<file path="config.mk">
export PLATFORM = sky130hd
export DESIGN_NAME = stopwatch_lap_flat
export DESIGN_NICKNAME = d
export VERILOG_FILES = /design/src/rtl/stopwatch_lap_if.sv /design/src/rtl/stopwatch_lap.sv /design/src/flat_wrapper.sv
export SDC_FILE = /design/constraint.sdc
export NUM_CORES = 1
export LEC_CHECK = 0
export ABC_AREA = 1
export BUFFER_PORTS_ARGS = -buffer_cell sky130_fd_sc_hd__buf_2
export CELL_PAD_IN_SITES_DETAIL_PLACEMENT = 1
export CELL_PAD_IN_SITES_GLOBAL_PLACEMENT = 1
export CORE_UTILIZATION = 40
export DETAILED_ROUTE_END_ITERATION = 6
export PLACE_DENSITY = 0.81
export REMOVE_ABC_BUFFERS = 1
export SYNTH_ARGS = -nofsm -noshare
export SYNTH_HDL_FRONTEND = slang
export SYNTH_SLANG_ARGS = --single-unit
</file>
<file path="constraint.sdc">
create_clock -name clk -period 2.4 [get_ports clk]
set_clock_uncertainty 0.2 [all_clocks]
set_input_delay 0.24 -clock clk [delete_from_list [all_inputs] [get_ports clk]]
set_output_delay 0.24 -clock clk [all_outputs]
set_load 0.02 [all_outputs]
</file>
<file path="src/rtl/stopwatch_lap_if.sv">
// Control, status and lap-FIFO signals of the stopwatch_lap block.
// The master drives buttons, tick, load and pop; the slave is the stopwatch itself.
interface stopwatch_lap_if #(
  parameter int LAP_DEPTH = 4
);
  localparam int CW = $clog2(LAP_DEPTH) + 1;

  logic        tick_i;
  logic        btn_start_i;
  logic        btn_lap_i;
  logic        btn_clear_i;
  logic        mode_down_i;
  logic        load_en_i;
  logic [23:0] load_time_i;
  logic        lap_rd_i;
  logic [23:0] time_bcd_o;
  logic        running_o;
  logic        expired_o;
  logic        overflow_o;
  logic        lap_valid_o;
  logic [23:0] lap_data_o;
  logic [CW-1:0] lap_count_o;
  logic        lap_drop_o;

  modport master (
    output tick_i, btn_start_i, btn_lap_i, btn_clear_i, mode_down_i,
           load_en_i, load_time_i, lap_rd_i,
    input  time_bcd_o, running_o, expired_o, overflow_o,
           lap_valid_o, lap_data_o, lap_count_o, lap_drop_o
  );

  modport slave (
    input  tick_i, btn_start_i, btn_lap_i, btn_clear_i, mode_down_i,
           load_en_i, load_time_i, lap_rd_i,
    output time_bcd_o, running_o, expired_o, overflow_o,
           lap_valid_o, lap_data_o, lap_count_o, lap_drop_o
  );
endinterface

</file>
<file path="src/rtl/stopwatch_lap.sv">
// BCD mm:ss.cc stopwatch / countdown timer with run/pause/done control and a
// show-ahead lap FIFO. Time is kept in BCD so it drives the display directly.
module stopwatch_lap #(
  parameter int LAP_DEPTH = 4,
  parameter int MIN_MAX   = 59,
  parameter int WRAP      = 0
) (
  input  logic clk,
  input  logic rst_n,
  stopwatch_lap_if.slave bus
);

  typedef enum logic [1:0] {
    S_IDLE  = 2'd0,
    S_RUN   = 2'd1,
    S_PAUSE = 2'd2,
    S_DONE  = 2'd3
  } state_t;

  localparam int AW = $clog2(LAP_DEPTH);
  localparam int CW = AW + 1;
  localparam logic [3:0] MM1 = 4'(MIN_MAX / 10);
  localparam logic [3:0] MM0 = 4'(MIN_MAX % 10);
  localparam logic [23:0] TOP = {MM1, MM0, 4'd5, 4'd9, 4'd9, 4'd9};

  function automatic logic [23:0] bcd_inc(input logic [23:0] t);
    logic [3:0] m1, m0, s1, s0, c1, c0;
    {m1, m0, s1, s0, c1, c0} = t;
    if (c0 != 4'd9) c0 = c0 + 4'd1;
    else begin
      c0 = 4'd0;
      if (c1 != 4'd9) c1 = c1 + 4'd1;
      else begin
        c1 = 4'd0;
        if (s0 != 4'd9) s0 = s0 + 4'd1;
        else begin
          s0 = 4'd0;
          if (s1 != 4'd5) s1 = s1 + 4'd1;
          else begin
            s1 = 4'd0;
            if (m0 != 4'd9) m0 = m0 + 4'd1;
            else begin
              m0 = 4'd0;
              m1 = m1 + 4'd1;
            end
          end
        end
      end
    end
    return {m1, m0, s1, s0, c1, c0};
  endfunction

  // Caller guarantees t is non-zero, so the minute borrow never underflows.
  function automatic logic [23:0] bcd_dec(input logic [23:0] t);
    logic [3:0] m1, m0, s1, s0, c1, c0;
    {m1, m0, s1, s0, c1, c0} = t;
    if (c0 != 4'd0) c0 = c0 - 4'd1;
    else begin
      c0 = 4'd9;
      if (c1 != 4'd0) c1 = c1 - 4'd1;
      else begin
        c1 = 4'd9;
        if (s0 != 4'd0) s0 = s0 - 4'd1;
        else begin
          s0 = 4'd9;
          if (s1 != 4'd0) s1 = s1 - 4'd1;
          else begin
            s1 = 4'd5;
            if (m0 != 4'd0) m0 = m0 - 4'd1;
            else begin
              m0 = 4'd9;
              m1 = m1 - 4'd1;
            end
          end
        end
      end
    end
    return {m1, m0, s1, s0, c1, c0};
  endfunction

  // Minutes and seconds clamp as a pair; centisecond digits clamp individually.
  function automatic logic [23:0] clamp_load(input logic [23:0] t);
    logic [3:0] m1, m0, s1, s0, c1, c0;
    {m1, m0, s1, s0, c1, c0} = t;
    if (m1 > 4'd9 || m0 > 4'd9 || {m1, m0} > {MM1, MM0}) {m1, m0} = {MM1, MM0};
    else {m1, m0} = {m1, m0};
    if (s1 > 4'd5 || s0 > 4'd9) {s1, s0} = {4'd5, 4'd9};
    else {s1, s0} = {s1, s0};
    if (c1 > 4'd9) c1 = 4'd9;
    else c1 = c1;
    if (c0 > 4'd9) c0 = 4'd9;
    else c0 = c0;
    return {m1, m0, s1, s0, c1, c0};
  endfunction

  state_t        state_q, state_d;
  logic [23:0]   time_q, time_d, dec_s;
  logic          overflow_q, overflow_d;
  logic          drop_q, drop_d;
  logic          dir_q, dir_d;
  logic          running_q, expired_q;
  logic          btn_start_q, btn_lap_q, btn_clear_q;
  logic [23:0]   fifo_q [LAP_DEPTH];
  logic [AW-1:0] rd_ptr_q, wr_ptr_q;
  logic [CW-1:0] count_q, count_d;
  logic          start_e_s, lap_e_s, clear_e_s;
  logic          push_s, pop_s, full_s, do_push_s;

  assign start_e_s = bus.btn_start_i & ~btn_start_q;
  assign lap_e_s   = bus.btn_lap_i   & ~btn_lap_q;
  assign clear_e_s = bus.btn_clear_i & ~btn_clear_q;

  assign full_s    = (count_q == CW'(LAP_DEPTH));
  assign push_s    = lap_e_s & ((state_q == S_RUN) | (state_q == S_PAUSE)) & ~clear_e_s;
  assign pop_s     = bus.lap_rd_i & (count_q != CW'(0)) & ~clear_e_s;
  assign do_push_s = push_s & (~full_s | pop_s);

  // Next-state: clear beats load beats start edge beats tick.
  always_comb begin
    state_d    = state_q;
    time_d     = time_q;
    overflow_d = overflow_q;
    drop_d     = drop_q;
    dec_s      = bcd_dec(time_q);
    dir_d      = (state_q != S_RUN) ? bus.mode_down_i : dir_q;
    if (clear_e_s) begin
      state_d    = S_IDLE;
      time_d     = 24'h000000;
      overflow_d = 1'b0;
      drop_d     = 1'b0;
    end else if (bus.load_en_i && state_q != S_RUN) begin
      state_d    = S_IDLE;
      time_d     = clamp_load(bus.load_time_i);
      overflow_d = 1'b0;
    end else if (start_e_s) begin
      case (state_q)
        S_IDLE:  state_d = (bus.mode_down_i && time_q == 24'h000000) ? S_IDLE : S_RUN;
        S_RUN:   state_d = S_PAUSE;
        S_PAUSE: state_d = S_RUN;
        default: state_d = S_DONE;
      endcase
    end else if (bus.tick_i && state_q == S_RUN) begin
      if (dir_q) begin
        if (time_q == 24'h000000) state_d = S_DONE;
        else begin
          time_d  = dec_s;
          state_d = (dec_s == 24'h000000) ? S_DONE : S_RUN;
        end
      end else if (time_q == TOP) begin
        if (WRAP != 0) time_d = 24'h000000;
        else overflow_d = 1'b1;
      end else begin
        time_d = bcd_inc(time_q);
      end
    end else begin
      state_d = state_q;
    end
    if (push_s && full_s && !pop_s) drop_d = 1'b1;
    else drop_d = drop_d;
    case ({do_push_s, pop_s})
      2'b10:   count_d = count_q + CW'(1);
      2'b01:   count_d = count_q - CW'(1);
      default: count_d = count_q;
    endcase
  end

  always_ff @(posedge clk or negedge rst_n) begin
    if (!rst_n) begin
      state_q     <= S_IDLE;
      time_q      <= 24'h000000;
      overflow_q  <= 1'b0;
      drop_q      <= 1'b0;
      dir_q       <= 1'b0;
      running_q   <= 1'b0;
      expired_q   <= 1'b0;
      btn_start_q <= 1'b0;
      btn_lap_q   <= 1'b0;
      btn_clear_q <= 1'b0;
    end else begin
      state_q     <= state_d;
      time_q      <= time_d;
      overflow_q  <= overflow_d;
      drop_q      <= drop_d;
      dir_q       <= dir_d;
      running_q   <= (state_d == S_RUN);
      expired_q   <= (state_d == S_DONE);
      btn_start_q <= bus.btn_start_i;
      btn_lap_q   <= bus.btn_lap_i;
      btn_clear_q <= bus.btn_clear_i;
    end
  end

  // Lap storage: circular buffer, pushed entry is the time before this cycle's tick.
  always_ff @(posedge clk or negedge rst_n) begin
    if (!rst_n) begin
      for (int i = 0; i < LAP_DEPTH; i++) fifo_q[i] <= 24'h000000;
      rd_ptr_q <= '0;
      wr_ptr_q <= '0;
      count_q  <= '0;
    end else if (clear_e_s) begin
      rd_ptr_q <= '0;
      wr_ptr_q <= '0;
      count_q  <= '0;
    end else begin
      if (do_push_s) begin
        fifo_q[wr_ptr_q] <= time_q;
        wr_ptr_q         <= wr_ptr_q + AW'(1);
      end
      if (pop_s) rd_ptr_q <= rd_ptr_q + AW'(1);
      count_q <= count_d;
    end
  end

  assign bus.time_bcd_o  = time_q;
  assign bus.running_o   = running_q;
  assign bus.expired_o   = expired_q;
  assign bus.overflow_o  = overflow_q;
  assign bus.lap_valid_o = (count_q != CW'(0));
  assign bus.lap_data_o  = fifo_q[rd_ptr_q];
  assign bus.lap_count_o = count_q;
  assign bus.lap_drop_o  = drop_q;

endmodule

</file>
<file path="src/flat_wrapper.sv">
// flat-port wrapper written by rule: the top's interface ports become plain ports
module stopwatch_lap_flat 
#(
  parameter int LAP_DEPTH = 4,
  parameter int MIN_MAX   = 59,
  parameter int WRAP      = 0
)
  (clk, rst_n, bus_tick_i, bus_btn_start_i, bus_btn_lap_i, bus_btn_clear_i, bus_mode_down_i, bus_load_en_i, bus_load_time_i, bus_lap_rd_i, bus_time_bcd_o, bus_running_o, bus_expired_o, bus_overflow_o, bus_lap_valid_o, bus_lap_data_o, bus_lap_count_o, bus_lap_drop_o);
  stopwatch_lap_if #(.LAP_DEPTH(LAP_DEPTH)) bus_i ();
  input  logic clk;
  input  logic rst_n;
  input wire logic [$bits(bus_i.tick_i)-1:0] bus_tick_i;
  input wire logic [$bits(bus_i.btn_start_i)-1:0] bus_btn_start_i;
  input wire logic [$bits(bus_i.btn_lap_i)-1:0] bus_btn_lap_i;
  input wire logic [$bits(bus_i.btn_clear_i)-1:0] bus_btn_clear_i;
  input wire logic [$bits(bus_i.mode_down_i)-1:0] bus_mode_down_i;
  input wire logic [$bits(bus_i.load_en_i)-1:0] bus_load_en_i;
  input wire logic [$bits(bus_i.load_time_i)-1:0] bus_load_time_i;
  input wire logic [$bits(bus_i.lap_rd_i)-1:0] bus_lap_rd_i;
  output wire logic [$bits(bus_i.time_bcd_o)-1:0] bus_time_bcd_o;
  output wire logic [$bits(bus_i.running_o)-1:0] bus_running_o;
  output wire logic [$bits(bus_i.expired_o)-1:0] bus_expired_o;
  output wire logic [$bits(bus_i.overflow_o)-1:0] bus_overflow_o;
  output wire logic [$bits(bus_i.lap_valid_o)-1:0] bus_lap_valid_o;
  output wire logic [$bits(bus_i.lap_data_o)-1:0] bus_lap_data_o;
  output wire logic [$bits(bus_i.lap_count_o)-1:0] bus_lap_count_o;
  output wire logic [$bits(bus_i.lap_drop_o)-1:0] bus_lap_drop_o;
  assign bus_i.tick_i = bus_tick_i;
  assign bus_i.btn_start_i = bus_btn_start_i;
  assign bus_i.btn_lap_i = bus_btn_lap_i;
  assign bus_i.btn_clear_i = bus_btn_clear_i;
  assign bus_i.mode_down_i = bus_mode_down_i;
  assign bus_i.load_en_i = bus_load_en_i;
  assign bus_i.load_time_i = bus_load_time_i;
  assign bus_i.lap_rd_i = bus_lap_rd_i;
  assign bus_time_bcd_o = bus_i.time_bcd_o;
  assign bus_running_o = bus_i.running_o;
  assign bus_expired_o = bus_i.expired_o;
  assign bus_overflow_o = bus_i.overflow_o;
  assign bus_lap_valid_o = bus_i.lap_valid_o;
  assign bus_lap_data_o = bus_i.lap_data_o;
  assign bus_lap_count_o = bus_i.lap_count_o;
  assign bus_lap_drop_o = bus_i.lap_drop_o;
  stopwatch_lap #(.LAP_DEPTH(LAP_DEPTH), .MIN_MAX(MIN_MAX), .WRAP(WRAP)) u_core (.clk(clk), .rst_n(rst_n), .bus(bus_i));
endmodule
</file>
==> impl_metrics.env, run 1 <==
export IMPL_outcome="finished clean"
export IMPL_die_area_um2=20600
export IMPL_vias=8168
export IMPL_synth_edf_count=0
export IMPL_syn_to_final_growth_pct=29.9
export IMPL_grt_first_pass_wirelength_um=44200
export IMPL_utilization=0.533
export IMPL_p_per_area_nw_per_um2=1220
export IMPL_fillerInstances=2390
export IMPL_multi_input_area_um2=4390
export IMPL_critPathSlowestCell="dlygate4sd3_1"
export IMPL_synth_cells=1002
export IMPL_crit_family="simple AND/OR/NAND/NOR gates"
export IMPL_cts_buffers=17
export IMPL_cp_common_cell="inv_1"
export IMPL_cts_tree="done"
export IMPL_grt_max_degree=75
export IMPL_max_freq_mhz=418
export IMPL_cp_max_fo=9
export IMPL_power_frac_comb=0.510
export IMPL_critPathKind="in2reg"
export IMPL_max_slew_margin_rel=0.680
export IMPL_fin_area_um2=10400
export IMPL_clock_latency_ns=0.43
export IMPL_drtPass1Iterations=7
export IMPL_drv_slew=0
export IMPL_drive_above_1_share=0.254
export IMPL_path_clk_slew_ns=0.06
export IMPL_place_area_um2=9340
export IMPL_switchingPower_mw=5.68
export IMPL_cts_buffer_depth=2
export IMPL_drc_errors=0
export IMPL_yosysUniqueCellTypes=47
export IMPL_nets=1227
export IMPL_port_buffer_count=88
export IMPL_final_period_utilization=0.996
export IMPL_synthesis_area_um2=8010
export IMPL_drt_iter0_drc=546
export IMPL_rows=51
export IMPL_ir_drop_v=0.000648
export IMPL_ys_flop_type="dfrtp_1"
export IMPL_die_h_um=144
export IMPL_regArea_um2=3430
export IMPL_wl_per_cell_um=19.9
export IMPL_p_leak_nw=4.79
export IMPL_antenna_cells=0
export IMPL_hold_violations=0
export IMPL_async_flop_share=1.00
export IMPL_vias_per_cell=5.66
export IMPL_layout_min_cycle_time_ns=2.39
export IMPL_cap_violations=0
export IMPL_layout_common_cells="205 x nand2_1, 135 x dfrtp_1, 98 x nor2_1, 97 x o21a_1, 89 x o21ai_0"
export IMPL_cts_sinks=137
export IMPL_crit_buf_inv=6
export IMPL_final_common_cell="nand2_1"
export IMPL_die_x_um=144
export IMPL_finalSetupViolations=0
export IMPL_wirelength_um=28800
export IMPL_core_um2=19500
export IMPL_p_int_mw=7.06
export IMPL_yosys_warnings=0
export IMPL_syn_avg_cell_area_um2=8.00
export IMPL_synth_sequential_area_ratio=0.428
export IMPL_overflow=0
export IMPL_power_frac_clock=0.203
export IMPL_max_stage_delay_ns=0.53
export IMPL_swShare=0.446
export IMPL_p_seq_frac=0.287
export IMPL_timing_worst_slew_pin_value_ns=0.476
export IMPL_worstSetupStartpointType="input pin"
export IMPL_worstHoldPathType="in2reg"
export IMPL_place_congestion=0.910
export IMPL_antenna_found_initial=0
export IMPL_track_usage=0.283
export IMPL_worstSetupEndpointType="flip-flop"
export IMPL_boundaryPins=89
export IMPL_cp_required_ns=2.54
export IMPL_grt_pass1_vias=8239
export IMPL_holdWs_ns=0.0264
export IMPL_ys_ff_latch=137
export IMPL_h_tree_depth=4
export IMPL_arrival_ns=2.53
export IMPL_start_util=0.410
export IMPL_cts_root_buf="clkbuf_16"
export IMPL_worstPathCellList="dlygate4sd3_1 > buf_2 > inv_1 > nor2_4 > inv_2 > nand2_4 > nor2_2 > inv_1 > nand2_1 > inv_1 > nand4_4 > nor2_4 > nand2_1 > o21ai_1"
export IMPL_antenna_left=0
export IMPL_hpwlAfterDp_um=19200
## routing by layer
layer  part of all wire  GRT usage  vias up
met5                  0          0        -
met4              0.021     0.0941        0
met3              0.048     0.0530       48
met2               0.48      0.468      255
met1               0.45      0.373     4150
li1                   -          -     3715
## worst register-to-register path, cell delays in order (launching register included)
cell	delay, ns
dfrtp_1	0.39
inv_2	0.10
ha_4	0.19
inv_1	0.13
nand2_4	0.10
nand2_4	0.14
nor2_2	0.11
inv_1	0.09
nand2_1	0.06
inv_1	0.09
nand4_4	0.15
nor2_4	0.24
nand2_1	0.14
o21ai_1	0.16
## per-stage QoR
stage	setup TNS (ns)	instances	power, mW	worst slack (ns)
floorplan	-90.53	956	7.16	-0.909
global placement	0	1391	9.42	0.0315
detailed placement	-0.268	1391	9.63	-0.0658
CTS	0	1431	12.4	0.00163
global route	-0.429	1444	13.5	-0.142
finish	0	1444	12.7	0.00971
## flip-flops by register name (all words and copies together) (netlist names)
signal and count:
u_core.fifo_q 96, u_core.bus.expired_o 1, u_core.bus.overflow_o 1, u_core.dir_q 1, u_core.btn_start_q 1, u_core.btn_clear_q 1, u_core.wr_ptr_q 2, u_core.btn_lap_q 1
u_core.bus.lap_drop_o 1, u_core.bus.running_o 1, u_core.bus.time_bcd_o 24, u_core.rd_ptr_q 2, u_core.state_q 2, u_core.bus.lap_count_o 3
## path summary, 6_finish.rpt
path,end,cells after the start,slack [ns],start
max,u_core.bus.time_bcd_o[22]$_DFFE_PN0P_,14,0.01,bus_btn_clear_i
min,u_core.bus.time_bcd_o[1]$_DFFE_PN0P_,5,0.03,bus_load_time_i[1]
max reg2reg,u_core.bus.time_bcd_o[22]$_DFFE_PN0P_,13,0.02,u_core.state_q[1]$_DFF_PN0_
min reg2reg,u_core.fifo_q[69]$_DFFE_PN0P_,1,0.28,u_core.fifo_q[69]$_DFFE_PN0P_
max in group asynchronous,u_core.fifo_q[14]$_DFFE_PN0P_,3,1.46,rst_n
min in group asynchronous,u_core.bus.lap_count_o[1]$_DFFE_PN0P_,3,0.14,rst_n
## cells by family (layout without fill, tap and decap cells)
group	Yosys count	in the layout	synth area share
AO/OA/AOI/OAI	278	278	0.218
adder cells (fa/ha/maj)	28	28	0.0447
flip-flops	137	137	0.428
XOR/XNOR	10	10	0.0109
AND/OR/NAND/NOR	425	428	0.234
buffers and inverters	124	298	0.0651
## synthesized netlist by cell type, types with 3 or more instances
cell type  number  area, um2
inv_2          11       41.3
nand3_2         6       60.1
nand4_1         9       56.3
buf_4           9       67.6
o22ai_1        24        150
nor2_1        108        405
clkbuf_1       24       90.1
xnor2_1         7       61.3
clkinv_1        6       22.5
o21ai_1        15       75.1
buf_2          12       60.1
nor3_1         13       65.1
ha_1           27        338
o21ai_0        93        465
o21a_1         97        728
a31oi_1         4       25.0
nand2_1       209        785
nor2_4          3       33.8
a21oi_1        24        120
inv_1          61        229
dfrtp_1       137       3430
nand3_1        56        280
o221ai_1        4       35.0
xor2_1          3       26.3
nor2_2          5       31.3
nand2_2         5       31.3
## area by class of cell
class | instances | area share
repair buffers | 188 | 0.133
well taps | 265 | 0.0319
flip-flops and latches | 137 | 0.330
clock inverters | 14 | 0.0133
multi-input cells | 744 | 0.422
inverters | 78 | 0.0285
clock buffers | 18 | 0.0422
## power groups by stage
stage | Combinational, mW | Clock, mW | Sequential (mW)
after detailed placement | 5.99 | 0 | 3.65
after global placement | 5.83 | 0 | 3.59
final | 6.50 | 2.59 | 3.65
after global routing | 7.07 | 2.71 | 3.73
after CTS | 6.11 | 2.63 | 3.63
after floorplan | 3.24 | 0 | 3.91
## what timing repair did
action,4_1_cts,5_1_grt
hold buffers,6,0
resized for setup,8,60
endpoints found under the setup margin,14,38
cloned,2,2
endpoints found under the hold margin,142,0
setup buffers,0,11
pin swaps,1,19
Note: power is estimated with default switching activity, not from simulation.
==> run 2: changes to the inputs <==
--- a/config.mk
+++ b/config.mk
@@ -12,6 +12,7 @@
 export CORE_UTILIZATION = 40
 export DETAILED_ROUTE_END_ITERATION = 6
 export PLACE_DENSITY = 0.81
+export RECOVER_POWER = 50
 export REMOVE_ABC_BUFFERS = 1
 export SYNTH_ARGS = -nofsm -noshare
 export SYNTH_HDL_FRONTEND = slang
==> run 2 against run 1 <==
  * The run now ends with design-rule violations, max-capacitance violations, max-slew violations, negative setup slack left
  * Combinational power is essentially flat
  * Register-to-register slack got worse by 0.03 ns
  * Cell count did not move
  * Critical path depth decreased by 1
  * Via count shrank 0.31%
  * Power decreased by 0.19%
  * Wire length is 0.29% higher
  * Final area decreased by 0.55%
  * Fmax fell by 0.68%
  * First-iteration DRC count rose by 11%
  * Hold slack better by 0.00074 ns
  * Clock power about the same
  * Largest cell class unchanged
==> impl_metrics.env, run 2 (synthesized netlist as in run 1, its figures left out) <==
export IMPL_outcome="finished with violations"
export IMPL_violations="design-rule violations, max-capacitance violations, max-slew violations, negative setup slack"
export IMPL_rows=51
export IMPL_h_tree_depth=4
export IMPL_place_area_um2=9340
export IMPL_antenna_cells=0
export IMPL_syn_to_final_growth_pct=29.1
export IMPL_critPathKind="reg2reg"
export IMPL_worstSetupStartpointType="flip-flop"
export IMPL_cts_root_buf="clkbuf_16"
export IMPL_place_congestion=0.910
export IMPL_cap_violations=1
export IMPL_swShare=0.448
export IMPL_core_um2=19500
export IMPL_cp_required_ns=2.54
export IMPL_nets=1227
export IMPL_arrival_ns=2.54
export IMPL_crit_family="simple AND/OR/NAND/NOR gates"
export IMPL_fin_area_um2=10300
export IMPL_crit_buf_inv=4
export IMPL_cts_buffer_depth=2
export IMPL_worstHoldPathType="in2reg"
export IMPL_hold_depth=5
export IMPL_power_frac_clock=0.204
export IMPL_cts_tree="done"
export IMPL_regMostFlops="u_core.fifo_q"
export IMPL_fin_ws_ns=-0.00657
export IMPL_drtPass1Iterations=7
export IMPL_drv_slew=64
export IMPL_p_int_mw=7.02
export IMPL_reg2reg_slack_ns=-0.007
export IMPL_max_slew_margin_rel=-0.0162
export IMPL_hold_violations=0
export IMPL_layout_min_cycle_time_ns=2.41
export IMPL_port_buffer_count=88
export IMPL_final_common_cell="nand2_1"
export IMPL_vias_per_cell=5.64
export IMPL_utilization=0.530
export IMPL_critPathSlowestCell="dfrtp_1"
export IMPL_final_period_utilization=1.00
export IMPL_boundaryPins=89
export IMPL_die_x_um=144
export IMPL_p_leak_nw=4.70
export IMPL_die_h_um=144
export IMPL_timing_worst_slew_pin_value_ns=1.52
export IMPL_finalSetupViolations=1
export IMPL_start_util=0.410
export IMPL_overflow=0
export IMPL_clock_latency_ns=0.44
export IMPL_antenna_found_initial=0
export IMPL_fin_tns_setup_ns=-0.00657
export IMPL_post_place_ws_ns=-0.0658
export IMPL_vias=8143
export IMPL_max_stage_delay_ns=0.40
export IMPL_largest_reg_flops=96
export IMPL_crit_cells=13
export IMPL_power_total_mw=12.7
export IMPL_switchingPower_mw=5.69
export IMPL_power_frac_comb=0.509
export IMPL_cts_sinks=137
export IMPL_ir_drop_v=0.000651
export IMPL_drc_errors=4
export IMPL_p_seq_frac=0.287
export IMPL_wl_per_cell_um=20.0
export IMPL_cp_max_fo=8
export IMPL_drt_iter0_drc=606
export IMPL_worstPathCellList="inv_2 > ha_4 > inv_1 > nand2_4 > nand2_4 > nor2_2 > inv_1 > nand2_1 > inv_1 > nand4_4 > nor2_4 > nand2_1 > o21ai_1"
export IMPL_max_freq_mhz=416
export IMPL_grt_max_degree=75
export IMPL_hpwlAfterDp_um=19200
export IMPL_wirelength_um=28900
export IMPL_worstSetupEndpointType="flip-flop"
export IMPL_holdWs_ns=0.0271
export IMPL_grt_pass1_vias=8239
export IMPL_path_clk_slew_ns=0.07
export IMPL_dp_cells=1391
export IMPL_fin_cells=1444
export IMPL_grt_first_pass_wirelength_um=44200
export IMPL_cts_buffers=17
export IMPL_reg2regPathDepth=13
export IMPL_layout_common_cells="205 x nand2_1, 136 x dfrtp_1, 98 x nor2_1, 97 x o21a_1, 89 x o21ai_0"
export IMPL_fillerInstances=2401
export IMPL_p_per_area_nw_per_um2=1230
export IMPL_drive_above_1_share=0.236
export IMPL_track_usage=0.283
export IMPL_cp_common_cell="inv_1"
export IMPL_antenna_left=0
export IMPL_die_area_um2=20600
## run 2: changes by cell type in the layout (fill, tap and decap cells not counted), sizes merged
cell,change
buf,-22
clkbuf,+22
## run 2: what timing repair did
item                       4_1_cts  5_1_grt
hold endpoints to repair       142        0
buffers inserted                 0       11
cloned                           2        2
resized for setup                8       60
pin swaps                        1       19
setup endpoints to repair       14       38
hold buffers                     6        0
## run 2: worst paths after layout
| check | start | to |
|---|---|---|
| max | u_core.state_q[1]$_DFF_PN0_ | u_core.bus.time_bcd_o[22]$_DFFE_PN0P_ |
| min | bus_load_time_i[2] | u_core.bus.time_bcd_o[2]$_DFFE_PN0P_ |
| max reg2reg | u_core.state_q[1]$_DFF_PN0_ | u_core.bus.time_bcd_o[22]$_DFFE_PN0P_ |
| min reg2reg | u_core.fifo_q[55]$_DFFE_PN0P_ | u_core.fifo_q[55]$_DFFE_PN0P_ |
| max in group asynchronous | rst_n | u_core.state_q[0]$_DFF_PN0_ |
| min in group asynchronous | rst_n | u_core.wr_ptr_q[0]$_DFFE_PN0P_ |
## run 2: per-layer routing
layer | track usage | routed length (um)
met1 | 0.373 | 12900
met2 | 0.468 | 14000
met3 | 0.0530 | 1410
met4 | 0.0941 | 628
met5 | 0 | 0
## run 2: area by class of cell
type / instances / area, um2 / share of cell area
Clock buffer: 18 / 439 / 0.0424
Clock inverter: 14 / 139 / 0.0134
Inverter: 78 / 297 / 0.0287
Multi-Input combinational cell: 744 / 4390 / 0.424
Sequential cell: 137 / 3430 / 0.331
Tap cell: 265 / 332 / 0.0320
Timing Repair Buffer: 188 / 1320 / 0.128
## run 2: worst reg2reg max path: stages (launching register included)
cell and delay (ns):
dfrtp_1 0.40, inv_2 0.10, ha_4 0.19, inv_1 0.13
nand2_4 0.10, nand2_4 0.14, nor2_2 0.11, inv_1 0.09
nand2_1 0.06, inv_1 0.09, nand4_4 0.15, nor2_4 0.24
nand2_1 0.14, o21ai_1 0.16
## run 2: power groups by stage
stage                     combinational, mW  sequential [mW]  clock [mW]
after floorplan                        3.24             3.91           0
after global placement                 5.83             3.59           0
after detailed placement               5.99             3.65           0
after CTS                              6.11             3.63        2.63
after global routing                   7.03             3.73        2.71
final                                  6.47             3.65        2.59
==> run 3: changes to the inputs <==
--- a/config.mk
+++ b/config.mk
@@ -5,13 +5,12 @@
 export SDC_FILE = /design/constraint.sdc
 export NUM_CORES = 1
 export LEC_CHECK = 0
-export ABC_AREA = 1
-export BUFFER_PORTS_ARGS = -buffer_cell sky130_fd_sc_hd__buf_2
 export CELL_PAD_IN_SITES_DETAIL_PLACEMENT = 1
 export CELL_PAD_IN_SITES_GLOBAL_PLACEMENT = 1
-export CORE_UTILIZATION = 40
+export CORE_UTILIZATION = 43
 export DETAILED_ROUTE_END_ITERATION = 6
-export PLACE_DENSITY = 0.81
+export DONT_BUFFER_PORTS = 1
+export PLACE_DENSITY = 0.77
 export RECOVER_POWER = 50
 export REMOVE_ABC_BUFFERS = 1
 export SYNTH_ARGS = -nofsm -noshare
==> run 3 against run 2 <==
  * Die area down 9.0%
  * Non-clock buffer count grew 9
  * Hold slack got worse by 0.72 ns
  * Register-to-register slack worse by 0.70 ns
  * Fmax fell by 23%
  * Count of clock-buffer cells in the layout increased by 2
  * Sequential cell count unchanged
  * Wire length is 21% higher
  * Critical path type unchanged
  * The flow finishes with violations (negative hold slack, negative setup slack)
  * Largest power group unchanged
  * Clock power up 10%
==> impl_metrics.env, run 3 <==
export IMPL_outcome="finished with violations"
export IMPL_violations="negative hold slack, negative setup slack"
export IMPL_p_per_area_nw_per_um2=1110
export IMPL_yosysUniqueCellTypes=77
export IMPL_die_area_um2=18700
export IMPL_path_clk_slew_ns=0.06
export IMPL_die_x_um=137
export IMPL_critPathSlowestCell="nor4b_1"
export IMPL_cts_buffer_depth=2
export IMPL_port_buffer_count=0
export IMPL_rows=48
export IMPL_drc_errors=0
export IMPL_ys_flop_type="dfrtp_1"
export IMPL_worstSetupStartpointType="flip-flop"
export IMPL_boundaryPins=89
export IMPL_ctsHoldBuffers=16
export IMPL_power_frac_clock=0.239
export IMPL_swShare=0.412
export IMPL_synth_area_leader_cell="dfrtp_1"
export IMPL_power_frac_comb=0.490
export IMPL_arrival_ns=3.23
export IMPL_fin_cells=1161
export IMPL_cts_buffers=17
export IMPL_p_int_mw=7.02
export IMPL_hold_violations=137
export IMPL_core_um2=17500
export IMPL_async_flop_share=1.00
export IMPL_finalSetupViolations=31
export IMPL_p_seq_frac=0.272
export IMPL_post_place_ws_ns=-0.437
export IMPL_h_tree_depth=4
export IMPL_wirelength_um=35000
export IMPL_cp_required_ns=2.52
export IMPL_final_common_cell="buf_4"
export IMPL_syn_avg_cell_area_um2=10.3
export IMPL_drtPass1Iterations=5
export IMPL_final_period_utilization=1.29
export IMPL_cts_tree="done"
export IMPL_cp_max_fo=3
export IMPL_rsz0062_at_grt="yes"
export IMPL_synth_edf_count=0
export IMPL_dp_cells=1078
export IMPL_synth_cells=758
export IMPL_clock_latency_ns=0.44
export IMPL_yosys_warnings=0
export IMPL_cap_violations=0
export IMPL_yosys_area_top_type_share=0.438
export IMPL_antenna_left=0
export IMPL_nets=983
export IMPL_drive_above_1_share=0.389
export IMPL_drv_slew=0
export IMPL_synth_most_common_cell="dfrtp_1"
export IMPL_synthesis_area_um2=7820
export IMPL_cts_sinks=137
export IMPL_wl_per_cell_um=30.2
export IMPL_place_congestion=0.868
export IMPL_grt_pass1_vias=8385
export IMPL_worstSetupEndpointType="flip-flop"
export IMPL_ys_ff_latch=137
export IMPL_track_usage=0.359
export IMPL_crit_family="simple AND/OR/NAND/NOR gates"
export IMPL_p_leak_nw=4.85
export IMPL_cts_root_buf="clkbuf_16"
export IMPL_regMostFlops="u_core.fifo_q"
export IMPL_synth_area_leaders="dfrtp_1 44%, mux4_2 6.9%, o21ai_0 5.4%"
export IMPL_critPathKind="reg2reg"
export IMPL_worstHoldPathType="in2async"
export IMPL_vias=7755
export IMPL_start_util=0.446
export IMPL_layout_min_cycle_time_ns=3.11
export IMPL_grt_first_pass_wirelength_um=49400
export IMPL_hpwlAfterDp_um=19000
export IMPL_worstPathCellList="inv_2 > ha_4 > buf_6 > nor4b_1 > a31o_1 > o2111ai_2 > nor4_4 > nand4_1 > and3_1"
export IMPL_largest_reg_flops=96
export IMPL_max_freq_mhz=322
export IMPL_antenna_found_initial=1
export IMPL_vias_per_cell=6.68
export IMPL_max_slew_margin_rel=0.480
export IMPL_ir_drop_v=0.000954
export IMPL_power_total_mw=12.0
export IMPL_crit_buf_inv=2
export IMPL_grt_max_degree=138
export IMPL_synth_common_cells="137 x dfrtp_1, 102 x nand2_1, 85 x o21ai_0, 35 x mux2_2"
export IMPL_timing_worst_slew_pin_value_ns=0.760
export IMPL_reg2reg_slack_ns=-0.71
export IMPL_synth_sequential_area_ratio=0.438
export IMPL_syn_to_final_growth_pct=37.6
export IMPL_holdWs_ns=-0.697
export IMPL_fin_ws_ns=-0.707
export IMPL_drt_iter0_drc=601
export IMPL_max_stage_delay_ns=0.53
export IMPL_switchingPower_mw=4.93
export IMPL_die_h_um=137
export IMPL_overflow=0
export IMPL_layout_common_cells="152 x buf_4, 136 x dfrtp_1, 98 x nand2_1, 83 x o21ai_0, 31 x mux2_2"
-- run 3: cell count changes in the layout (fill, tap and decap cells not counted), sizes merged, moves of 21 or more --
cell	change
nand3	-47
o22ai	-21
nor2	-90
o21a	-94
mux4	+24
nand2	-114
mux2	+44
inv	-49
o21ai	-23
-- run 3: area by class of cell --
type | instances | area [um2]
Multi-Input combinational cell | 542 | 4670
Clock buffer | 20 | 447
Fill cell | 1824 | 6770
Antenna cell | 1 | 2.50
Inverter | 27 | 101
Sequential cell | 137 | 3430
Clock inverter | 12 | 174
Tap cell | 225 | 282
Timing Repair Buffer | 197 | 1660
-- run 3: worst reg2reg max path, cell delays in order, from the launching register on --
cell       delay [ns]
dfrtp_1          0.41
inv_2            0.11
ha_4             0.15
buf_6            0.10
nor4b_1          0.53
a31o_1           0.32
o2111ai_2        0.20
nor4_4           0.33
nand4_1          0.33
and3_1           0.30
-- run 3: cell families after synthesis --
kind of cell | count (synthesis) | share of synthesized area
multiplexers | 87 | 0.157
adder cells (fa/ha/maj) | 28 | 0.0457
XOR/XNOR | 12 | 0.0134
flip-flops | 137 | 0.438
AO/OA/AOI/OAI | 178 | 0.143
buffers and inverters | 79 | 0.0441
AND/OR/NAND/NOR | 237 | 0.159
-- run 3: path summary, 6_finish.rpt --
check,from,to,depth (start not counted)
setup / recovery,u_core.bus.time_bcd_o[1]$_DFFE_PN0P_,u_core.bus.running_o$_DFF_PN0_,9
hold / removal,rst_n,u_core.bus.lap_count_o[0]$_DFFE_PN0P_,0
setup reg to reg,u_core.bus.time_bcd_o[1]$_DFFE_PN0P_,u_core.bus.running_o$_DFF_PN0_,9
hold reg to reg,u_core.fifo_q[16]$_DFFE_PN0P_,u_core.fifo_q[16]$_DFFE_PN0P_,2
max in group asynchronous,rst_n,u_core.fifo_q[40]$_DFFE_PN0P_,0
min in group clk,bus_load_time_i[10],u_core.bus.time_bcd_o[10]$_DFFE_PN0P_,3
-- run 3: power groups by stage --
stage / clock network, mW / registers, mW / logic, mW
floorplan: 0 / 3.54 / 2.25
global placement: 0 / 3.12 / 4.32
detailed placement: 0 / 3.18 / 4.55
CTS: 2.84 / 3.18 / 5.19
global route: 2.95 / 3.28 / 6.09
finish: 2.85 / 3.25 / 5.85
-- run 3: what timing repair did --
action                     in CTS  in global routing
setup endpoints to repair      28                 32
gates resized for setup       105                 43
pin swaps                      31                 23
hold endpoints to repair      156                137
buffers inserted               24                 16
-- run 3: metal layers --
layer	GRT usage	share of wire	up-vias	wire length [um]
met2	0.611	0.49	515	17200
met3	0.0959	0.089	183	3130
met1	0.398	0.36	3965	12600
met5	0	0	-	0
met4	0.228	0.060	0	2110
li1	-	-	3092	-
-- run 3: through the flow --
step	area (um2)	TNS, ns	utilization
2_1_floorplan	7580	-31.74	-
3_3_place_gp	9050	-1.83	0.516
3_5_place_dp	9050	-8.19	0.516
4_1_cts	10500	-3.58	0.598
5_1_grt	10800	-12.14	0.614
6_report	10800	-8.75	0.614
